## src/rtl/pc_fetch_pkg.sv

```systemverilog
`default_nettype none
// ============================================================================
// Module      : pc_fetch_pkg
// Description : Shared types and constants for the PC / instruction-fetch
//               sequencer. Optional feature macro: PC_MISALIGN_TRAP_EN
//               (adds the TRAP state).
// Revision    : 1.0 - initial release
// ============================================================================
package pc_fetch_pkg;

    // Fetch sequencer states; TRAP exists only when misalignment trapping is built in
    typedef enum logic [1:0] {
        IDLE  = 2'd0,
        FETCH = 2'd1,
        HOLD  = 2'd2
`ifdef PC_MISALIGN_TRAP_EN
        ,
        TRAP  = 2'd3
`endif
    } fetch_state_t;

    // Sequential PC increment in bytes
    localparam int unsigned PC_INCR = 4;

    // Default PC loaded on reset
    localparam logic [31:0] RESET_PC_DEFAULT = 32'h0000_0000;

endpackage
`default_nettype wire

```

## src/rtl/pc_reg.sv

```systemverilog
`default_nettype none
// ============================================================================
// Module      : pc_reg
// Description : Program-counter register with load enable, synchronous reset
//               and pc+4 adder. Owns the word-alignment policy: without
//               PC_MISALIGN_TRAP_EN the low two bits are masked on load; with
//               it the value is stored as-is and flagged when misaligned.
// Revision    : 1.0 - initial release
// ============================================================================
module pc_reg
    import pc_fetch_pkg::*;
#(
    parameter int unsigned  N        = 32,
    parameter logic [N-1:0] RESET_PC = N'(RESET_PC_DEFAULT)
) (
    input  logic         clk,
    input  logic         rst,
    input  logic         load_en_i,
    input  logic [N-1:0] load_val_i,
    output logic [N-1:0] pc_o,
    output logic [N-1:0] pc_plus4_o
`ifdef PC_MISALIGN_TRAP_EN
    ,
    output logic         misaligned_o
`endif
);

    logic [N-1:0] pc_q;
    logic [N-1:0] w_load_val;

`ifdef PC_MISALIGN_TRAP_EN
    // Offending value is kept so the trap handler can see it
    assign w_load_val   = load_val_i;
    assign misaligned_o = |load_val_i[1:0];
`else
    // Force word alignment on every load
    assign w_load_val   = load_val_i & ~N'(3);
`endif

    // PC register: reset to RESET_PC, otherwise update only on load
    always_ff @(posedge clk) begin
        if (rst) begin
            pc_q <= RESET_PC;
        end else if (load_en_i) begin
            pc_q <= w_load_val;
        end
    end

    assign pc_o       = pc_q;
    assign pc_plus4_o = pc_q + N'(PC_INCR);   // wraps modulo 2^N

endmodule
`default_nettype wire

```

## src/rtl/pc_fetch_ctrl.sv

```systemverilog
`default_nettype none
// ============================================================================
// Module      : pc_fetch_ctrl
// Description : Architectural PC holder and instruction-fetch sequencer.
//               Issues req/ready fetches to instruction memory, presents the
//               fetched word to decode with valid/stall, and handles flush
//               redirects (including redirects that arrive while a request is
//               still outstanding). Optional feature macro:
//               PC_MISALIGN_TRAP_EN (misaligned-PC trap, fetch_misaligned).
// Revision    : 1.0 - initial release
// ============================================================================
module pc_fetch_ctrl
    import pc_fetch_pkg::*;
#(
    parameter int unsigned  N        = 32,
    parameter logic [N-1:0] RESET_PC = N'(RESET_PC_DEFAULT),
    parameter int unsigned  IW       = 32
) (
    input  logic          clk,
    input  logic          rst,
    input  logic [N-1:0]  next_pc,
    output logic [N-1:0]  pc_out,
    output logic [N-1:0]  pc_plus4,
    output logic          imem_req,
    output logic [N-1:0]  imem_addr,
    input  logic          imem_ready,
    input  logic [IW-1:0] imem_rdata,
    output logic [IW-1:0] instr_out,
    output logic          instr_valid,
    input  logic          stall_in,
    input  logic          flush,
    input  logic [N-1:0]  flush_pc
`ifdef PC_MISALIGN_TRAP_EN
    ,
    output logic          fetch_misaligned
`endif
);

    fetch_state_t  state_q, state_d;
    logic          pend_q, pend_d;      // flush arrived while request outstanding
    logic [N-1:0]  tgt_q, tgt_d;        // latched redirect target
    logic [IW-1:0] instr_q, instr_d;
    logic          valid_q, valid_d;

    logic          w_pc_load;
    logic [N-1:0]  w_load_val;
    fetch_state_t  w_load_state;        // where the FSM goes after a PC load

`ifdef PC_MISALIGN_TRAP_EN
    logic          mis_q, mis_d;
    logic          w_pc_misaligned;
`endif

    // Load-value select: a live flush wins, then a pending redirect, then next_pc.
    // pend_q can only be set while in FETCH, so in IDLE/HOLD this yields next_pc.
    assign w_load_val = flush  ? flush_pc :
                        pend_q ? tgt_q    : next_pc;

    pc_reg #(
        .N        (N),
        .RESET_PC (RESET_PC)
    ) u_pc_reg (
        .clk          (clk),
        .rst          (rst),
        .load_en_i    (w_pc_load),
        .load_val_i   (w_load_val),
        .pc_o         (pc_out),
        .pc_plus4_o   (pc_plus4)
`ifdef PC_MISALIGN_TRAP_EN
        ,
        .misaligned_o (w_pc_misaligned)
`endif
    );

`ifdef PC_MISALIGN_TRAP_EN
    assign w_load_state = w_pc_misaligned ? TRAP : FETCH;
`else
    assign w_load_state = FETCH;
`endif

    // State, redirect latch and instruction register
    always_ff @(posedge clk) begin
        if (rst) begin
            state_q <= IDLE;
            pend_q  <= 1'b0;
            tgt_q   <= '0;
            instr_q <= '0;
            valid_q <= 1'b0;
`ifdef PC_MISALIGN_TRAP_EN
            mis_q   <= 1'b0;
`endif
        end else begin
            state_q <= state_d;
            pend_q  <= pend_d;
            tgt_q   <= tgt_d;
            instr_q <= instr_d;
            valid_q <= valid_d;
`ifdef PC_MISALIGN_TRAP_EN
            mis_q   <= mis_d;
`endif
        end
    end

    // Next-state logic, PC load control and memory request
    always_comb begin
        state_d   = state_q;
        pend_d    = pend_q;
        tgt_d     = tgt_q;
        instr_d   = instr_q;
        valid_d   = valid_q;
        w_pc_load = 1'b0;
        imem_req  = 1'b0;

        case (state_q)
            IDLE: begin
                state_d = FETCH;
                if (flush) begin
                    w_pc_load = 1'b1;
                    valid_d   = 1'b0;
                    state_d   = w_load_state;
                end
            end
            FETCH: begin
                imem_req = 1'b1;
                if (imem_ready) begin
                    if (flush || pend_q) begin
                        // Response belongs to a redirected-away PC: drop it
                        w_pc_load = 1'b1;
                        pend_d    = 1'b0;
                        state_d   = w_load_state;
                    end else begin
                        instr_d = imem_rdata;
                        valid_d = 1'b1;
                        state_d = HOLD;
                    end
                end else if (flush) begin
                    // Keep the outstanding request stable; redirect once it completes
                    tgt_d  = flush_pc;
                    pend_d = 1'b1;
                end
            end
            HOLD: begin
                if (flush || !stall_in) begin
                    w_pc_load = 1'b1;
                    valid_d   = 1'b0;
                    state_d   = w_load_state;
                end
            end
`ifdef PC_MISALIGN_TRAP_EN
            TRAP: begin
                valid_d = 1'b0;
            end
`endif
            default: begin
                state_d = IDLE;
            end
        endcase

`ifdef PC_MISALIGN_TRAP_EN
        mis_d = mis_q | (w_pc_load & w_pc_misaligned);
`endif
    end

    assign imem_addr   = pc_out;
    assign instr_out   = instr_q;
    assign instr_valid = valid_q;
`ifdef PC_MISALIGN_TRAP_EN
    assign fetch_misaligned = mis_q;
`endif

endmodule
`default_nettype wire

```

## config.mk

```make
export PLATFORM = sky130hd
export DESIGN_NAME = pc_fetch_ctrl
export DESIGN_NICKNAME = d
export VERILOG_FILES = /design/src/rtl/pc_fetch_pkg.sv /design/src/rtl/pc_reg.sv /design/src/rtl/pc_fetch_ctrl.sv
export SDC_FILE = /design/constraint.sdc
export NUM_CORES = 1
export LEC_CHECK = 0
export ABC_AREA = 1
export CORE_MARGIN = 2
export CORE_UTILIZATION = 50
export DETAILED_ROUTE_END_ITERATION = 6
export DONT_BUFFER_PORTS = 1
export MAX_ROUTING_LAYER = met4
export PLACE_DENSITY = 0.77
export SYNTH_ARGS = -nofsm -noshare
export SYNTH_HDL_FRONTEND = slang
export SYNTH_HIERARCHICAL = 1
export SYNTH_SLANG_ARGS = --single-unit
```

## constraint.sdc

```tcl
create_clock -name clk -period 2.2 [get_ports clk]
set_input_delay 0.33 -clock clk [delete_from_list [all_inputs] [get_ports clk]]
set_output_delay 0.33 -clock clk [all_outputs]
set_load 0.03 [all_outputs]
```

Word-level counts from Yosys, hierarchy flattened
Cells that the tools add are included.
{"block": "classes", "multipliers": 0, "n_bitwise": 2, "n_addsub": 1, "n_eq_ne": 7, "n_mux": 20, "magnitude_cmp": 0, "n_reduce_logical": 11, "shift": 0, "n_div": 0}
{"op": "two-way mux 32 bit", "count": 2}
{"op": "adder 32 x 3 -> 32 bit, second input constant", "count": 1}
{"op": "two-way mux 1 bit", "count": 12}
{"op": "AND reduction 3 bit", "count": 3}
{"op": "inequality test 2 bit, second input constant", "count": 4}
{"op": "two-way mux 2 bit", "count": 3}
{"op": "case mux 1 bit (3 select lines)", "count": 2}
{"op": "case mux 2 bit (3 select lines)", "count": 1}
{"op": "AND reduction 5 bit", "count": 1}
{"op": "nonzero test 3 bit", "count": 1}
{"op": "== test 2 x 1 -> 1 bit, second input constant", "count": 1}
{"op": "== test 2 bit, second input constant", "count": 1}
{"op": "logical NOT 2 bit", "count": 1}
{"op": "logical OR 1 bit", "count": 2}
{"op": "inequality test 2 x 1 -> 1 bit, second input constant", "count": 1}
{"op": "inverter 1 bit", "count": 2}
{"op": "AND reduction 2 bit", "count": 1}
{"op": "nonzero test 2 bit", "count": 1}
{"op": "logical NOT 1 bit", "count": 1}
{"block": "totals", "in_bits": 101, "ramBits": 0, "n_memories": 0, "mem_bits_ro": 0, "elab_cells": 47, "register_bits": 98, "latch_bits": 0, "out_inout_bits": 130}

Logic depth before layout (Yosys ltp)
Gate-level depths: netlist of the first run.
{"block": "depth", "word_depth": 4, "mapped_depth": 9, "depth_no_buf": 8}

Cells and area by module
The synthesis of the first run kept the hierarchy.
{"module": "pc_fetch_ctrl", "cells_per_inst": 486, "seq_area_each_um2": 1361.3, "instances": 1, "area_per_inst_um2": 3385.7}
{"module": "pc_reg", "cells_per_inst": 301, "seq_area_each_um2": 600.6, "instances": 1, "area_per_inst_um2": 1911.8}

Worst setup path after synthesis of the first run
Ideal clock, no wire load.
{"block": "synth_timing", "path_type": "flip-flop to output port", "startpoint": "reg u_pc_reg.pc_q[3], in the netlist u_pc_reg/pc_o[3]", "endpoint": "out pc_plus4[14]", "stages_incl_launch_ff": 7, "arrival_ps": 1797, "required_time_ps": 1870, "path_buffers": 0, "path_slack_ps": 73, "cell_sequence": "dfxtp_1 -> ha_1 -> nand2_1 -> nor2_4 -> nand2_2 -> nor2_2 -> xor2_1"}
{"block": "synth_between", "elab_chain_cells": 1}
{"item": "start: declaration", "line_no": "pc_reg.sv:28", "text": "logic [N-1:0] pc_q;"}
{"item": "start signal: assignment", "line_no": "pc_reg.sv:45", "text": "pc_q <= w_load_val;"}
{"item": "adder 32 x 3 -> 32 bit", "line_no": "pc_reg.sv:50", "text": "assign pc_plus4_o = pc_q + N'(PC_INCR);"}
{"item": "end: declaration", "line_no": "pc_fetch_ctrl.sv:23", "text": "output logic [N-1:0] pc_plus4,"}
No other way between the ends.

Final worst setup path of the first run
{"block": "layout_timing", "startpoint": "reg u_pc_reg.pc_q[7], in the netlist u_pc_reg/pc_o[7]", "endpoint": "out pc_plus4[22]"}
The elaborated chain is that of the path after synthesis.

==> impl_results.md, run 1 <==
- Run status: completed
- Die X: ~110 um
- Via count: between 4,000 and 5,000
- Critical path type: reg2out
- Post-Synthesis Cell Area: about 5200 um2
- Worst hold path type: in2reg
- CTS Buf Count: 9
- Worst-path maximum fanout: 4
- Initial antenna violation count: 0
- Fin area: between 5000 and 6000 um2
- TNS Setup: 0 ns
- Layout area overhead: 10.0%
- Element type at the critical path start: flip-flop
- Worst Tran Pin Value: around 0.69 ns
- Global placement routability congestion: 0.971
- # nets final: around 880
- Max_cap viols: 0
- Skew final: roughly 0.0079 ns
- PD cells: around 700 nW/um2
- WP data required: about 1.9 ns
- Router iterations before antenna repair: 5
- CTS Root Cell: clkbuf_8
- Synthesis Warnings: 6
- Drc violations: 0
- Fin crit share: between 90% and 100%
- Final WL: 14,200 um
- Port buffer count: 0
- P_leak: 0.00239 uW
- Synthesized area per cell: roughly 6.7 um2
- Die ar.: roughly 11,000 um2
- Fraction of layout cells with a size suffix above 1: between 10% and 20%
- # IOs: approximately 230
- Relative slew slack: about 54%
- Clock buffer depth: 2
- Synth Instances: 771
- Wirelength per Cell: 15.4 um
- ANT cells: 0
- TritonCTS sink count: between 90 and 100
- Worst-path clk slew: ~0.10 ns
- CP Data Arrival Time: ~1.8 ns
- Core Area: 10,200 um2
- IR drop worst, VDD: 528 uV
- Final Hold Fails: 0
- CTS tree: built
- Row cnt: 37
- Final setup viols: 0
- First-pass GRT wire length: ~22,000 um
- Critical Path End Type: primary output
- Tot GR Track Use: 25.3%
- Fmax: about 0.48 GHz
- Final ANT Viol Nets: 0
- Via density per instance: between 5 and 6
- FILL cells: 969
- Grt total ovfl: 0
- Max H-tree Level: 3
- Via count of the first global-routing pass: ~4,800
- DP HPWL: around 11,000 um
- Die H: ~110 um
- Largest net degree at the start of global routing: 66
- Latest clock arrival within the worst-skew pair: about 0.37 ns
- Dpl cell area: 5450 um2
- Starting Density: roughly half
- Initial DRC count: around 370
- Final min period: approximately 2.1 ns
- Fin. max-slew vios: 0
[through the flow]
stage | hold WS, ns | instances | utilization [%] | worst slack, ns | power, uW
5_1_grt | 0.00155 | 918 | 56.1 | -0.0295 | 4290
3_5_place_dp | 0.407 | 898 | 53.5 | 0.323 | 3030
4_1_cts | 0.00166 | 914 | 55.5 | 0.00747 | 4120
2_1_floorplan | 0.436 | 774 | - | 0.0731 | 2820
3_3_place_gp | 0.404 | 898 | 53.5 | 0.374 | 3000
6_report | 0.0217 | 918 | 56.1 | 0.0985 | 4100
[placed cells by master, fill, tap and decap left out, types with 2 or more instances in the layout]
cell type / instances
nor2_1: 179
nand2_1: 168
o21ai_0: 90
dfxtp_1: 88
buf_4: 58
a21oi_1: 56
inv_1: 22
nor2_2: 14
xor2_1: 10
nor2_4: 9
nand3_1: 9
a211oi_1: 9
clkbuf_8: 9
buf_12: 8
nand3b_1: 7
dfxtp_2: 7
nand2_4: 4
xnor2_1: 4
conb_1: 4
inv_2: 3
inv_6: 3
dlygate4sd3_1: 3
and2_1: 3
o21ai_1: 2
clkinvlp_4: 2
[flip-flops by register name, indices dropped and copies added (netlist names)]
signal,cells
instr_out,32
instr_valid,1
pend_q,1
state_q,2
tgt_q,30
u_pc_reg/pc_o,30
[critical path, stage by stage (launching register included)]
cell and delay (ns):
dfxtp_1 0.40, nand2_1 0.12, nor2_2 0.20, nand2_1 0.09
nor2_1 0.16, nand2_1 0.08, nand2_1 0.08, nand2_1 0.11
buf_12 0.16
[power by group]
part,total [uW],switching [uW],internal [uW]
clock,1090,662,433
combinational,1010,696,314
sequential,1990,149,1840
total,4100,1510,2590
[final cells by class]
cell class                 instances  area, um2  share of cell area, %
clock buffer                       9        124                   2.17
clock inverter                     7       61.3                   1.07
inverter                          26        100                   1.75
multi-input combinational        575       2700                   47.3
sequential                        96       1930                   33.8
tap                              136        170                   2.98
timing repair buffer              69        626                   10.9
[timing repair]
action	in CTS	in global routing
gates resized for setup	5	12
pin swaps	1	3
endpoints found under the hold margin	0	3
hold buffers	0	3
setup buffers	0	1
setup endpoints to repair	4	13
[path summary, 6_finish.rpt]
| path | start | end | slack [ns] | depth (start not counted) |
|---|---|---|---|---|
| setup / recovery | u_pc_reg/pc_o[7]$_SDFFE_PP0P_ | pc_plus4[22] | 0.1 | 8 |
| hold / removal | rst | tgt_q[26]$_SDFFE_PP0P_ | 0.02 | 1 |
| setup reg to reg | pend_q$_SDFFE_PP0P_ | u_pc_reg/pc_o[31]$_SDFFE_PP0P_ | 0.56 | 8 |
| hold reg to reg | tgt_q[30]$_SDFFE_PP0P_ | tgt_q[30]$_SDFFE_PP0P_ | 0.48 | 2 |
[routing by layer]
layer / GRT usage [%] / part of all wire (%)
met5: - / 0
met4: 11.7 / 3.1
met2: 43.4 / 49
met1: 28.1 / 39
met3: 5.46 / 8.6
(Power assumes the default switching activity.)
==> run 2: changes to the inputs <==
--- a/config.mk
+++ b/config.mk
@@ -11,7 +11,7 @@
 export DETAILED_ROUTE_END_ITERATION = 6
 export DONT_BUFFER_PORTS = 1
 export MAX_ROUTING_LAYER = met4
-export PLACE_DENSITY = 0.77
+export PLACE_DENSITY_LB_ADDON = 0.3
 export SYNTH_ARGS = -nofsm -noshare
 export SYNTH_HDL_FRONTEND = slang
 export SYNTH_HIERARCHICAL = 1
==> run 2 against run 1 <==
Against the previous run:
- critical path depth shrank 1
- via count fell by 0.56%
- cell count decreased by 0.44%
- core utilization about the same
- sequential share of layout area decreased by 0.10 points
- worst hold slack improved by 0.010 ns
- maximum frequency decreased by 0.82%
- routed wire length about the same
- clock power down 4%
- largest cell class unchanged
==> impl_results.md, run 2 (same netlist as run 1, synthesis figures left out) <==
- Run status: completed
- Flop-to-flop setup slack: about 0.57 ns
- TritonCTS sink count: 96
- Largest net degree at the start of global routing: 66
- Via count of the first global-routing pass: between 4,000 and 5,000
- Most frequent cells in the layout: 179 x nor2_1, 159 x nand2_1, 92 x dfxtp_1
- Core Area: around 10,000 um2
- Crit-path max cell delay: roughly 0.37 ns
- Drc violations: 0
- # IOs: about 230
- Hold_buf cts: 0
- Dpl cell area: about 5400 um2
- Global placement routability congestion: around 1.0
- Die X: approximately 110 um
- ANT cells: 0
- # nets final: a little under 900
- Max H-tree Level: 3
- Final min period: ~2.1 ns
- Fin area: 5720 um2
- Worst slack, placed: about 0.30 ns
- Max_cap viols: 0
- Critical path type: reg2out
- Fin util: a little under three fifths
- Kind of cell adding the most delay to the critical path: simple AND/OR/NAND/NOR gates
- Worst path bufs/invs: 1
- Final setup viols: 0
- Hold depth: 1
- Router iterations before antenna repair: 5
- Worst hold path type: in2reg
- Fin crit share: a little over nine tenths
- Element type at the critical path start: flip-flop
- FF-to-FF path depth: 8
- CTS Root Cell: clkbuf_8
- Worst Tran Pin Value: around 0.62 ns
- Skew final: about 0.0065 ns
- Port buffer count: 0
- Tot GR Track Use: between 20 and 30%
- Fraction of layout cells with a size suffix above 1: between 10% and 20%
- IR drop worst, VDD: around 440 uV
- Worst path cell trace: ha_4 > nand2_1 > nor2_4 > nand2_4 > nor2_4 > xor2_1 > buf_4
- CTS Buf Count: 9
- Sink of the worst hold path: tgt_q[30]$_SDFFE_PP0P_
- First-pass GRT wire length: between 20,000 and 25,000 um
- Worst-path maximum fanout: 4
- Grt total ovfl: 0
- Final ANT Viol Nets: 0
- Layout area overhead: 10.1%
- Die ar.: between 10,000 and 15,000 um2
- DP HPWL: approximately 10,000 um
- Setup repair after global routing missed its margin: true
- CP Data Arrival Time: 1.79 ns
- Final WL: between 10,000 and 15,000 um
- Final WS setup: between 0.08 and 0.09 ns
- Initial DRC count: 351
- Worst path slowest cell: dfxtp_2
- Via density per instance: roughly 5.4
- Row cnt: 37
- Latest clock arrival within the worst-skew pair: roughly 0.36 ns
- Fin. max-slew vios: 0
- Wirelength per Cell: approximately 16 um
- Fmax: between 0.4 and 0.5 GHz
- Most used cell along the critical path: nor2_4
- PD cells: about 710 nW/um2
- Reg2reg end: u_pc_reg/pc_o[2]$_SDFFE_PP0P_
- Relative slew slack: 58.5%
- Initial antenna violation count: 0
- Critical Path Source: u_pc_reg/pc_o[2]$_SDFFE_PP0P_
- Die H: approximately 110 um
- RR Startpoint: pend_q$_SDFFE_PP0P_
- Max reg flops: 32
- Worst-path clk slew: ~0.080 ns
- FILL cells: a little under 1,000
- Final Hold Fails: 0
- P_leak: 0.00239 uW
- Clock buffer depth: 2
- Via count: approximately 4,900
- Critical Path End Type: primary output
- WP data required: 1.87 ns
- Starting Density: slightly above 50%
- HP Start: rst
- Most common cell after layout, fill and taps aside: nor2_1
- CTS tree: built
[run 2: cell types whose count changed in the layout (fill, tap and decap cells not counted), sizes merged]
cell         before  now
clkinvlp          2    0
buf              66   67
inv              30   26
clkinv            1    0
clkbuf            9   14
dlygate4sd3       3    0
[run 2: worst max path at each step]
stage                   end  cells after the start
2_1_floorplan  pc_plus4[14]                      6
3_3_place_gp   pc_plus4[30]                      9
3_5_place_dp   pc_plus4[14]                      7
4_1_cts        pc_plus4[14]                      7
5_1_grt        pc_plus4[19]                      9
6_report       pc_plus4[14]                      7
[run 2: area by class of cell]
cell class	instances	area, um2	area share [%]
sequential	96	1930	33.7
multi-input combinational	575	2730	47.8
tap	136	170	2.97
inverter	26	100	1.75
timing repair buffer	67	616	10.8
clock buffer	14	173	3.02
[run 2: metal layers]
metal  vias up  global-route usage (%)  share of wire [%]
met5         -                       -                  0
met1      2242                    30.4                 41
met4         0                    8.65                2.2
met2       247                    43.5                 48
met3        26                    6.01                8.1
li1       2422                       -                  -
[run 2: metrics by stage]
stage	total power [uW]	TNS (ns)	hold WS, ns	std cells
detailed placement	3020	0	0.406	897
CTS	4050	0	0.0130	912
finish	4040	0	0.0318	914
floorplan	2820	0	0.436	774
global route	4230	-0.0205	0.0135	914
global placement	3000	0	0.405	897
[run 2: repair_timing]
| item | CTS | global route |
|---|---|---|
| pin swaps | 2 | 7 |
| setup buffers | 1 | 2 |
| hold endpoints to repair | 0 | 0 |
| resized for setup | 7 | 20 |
| setup endpoints to repair | 9 | 18 |
[run 2: worst reg2reg max path: cells and delay by family (launching register included)]
family	cells	cell delay, ns
buffers and inverters	3	0.59
AO/OA/AOI/OAI	2	0.27
flip-flops	1	0.32
AND/OR/NAND/NOR	3	0.36
[run 2: power by group]
| group | switching (uW) | internal, uW |
|---|---|---|
| Clock | 554 | 493 |
| Combinational | 695 | 313 |
| Sequential | 146 | 1840 |
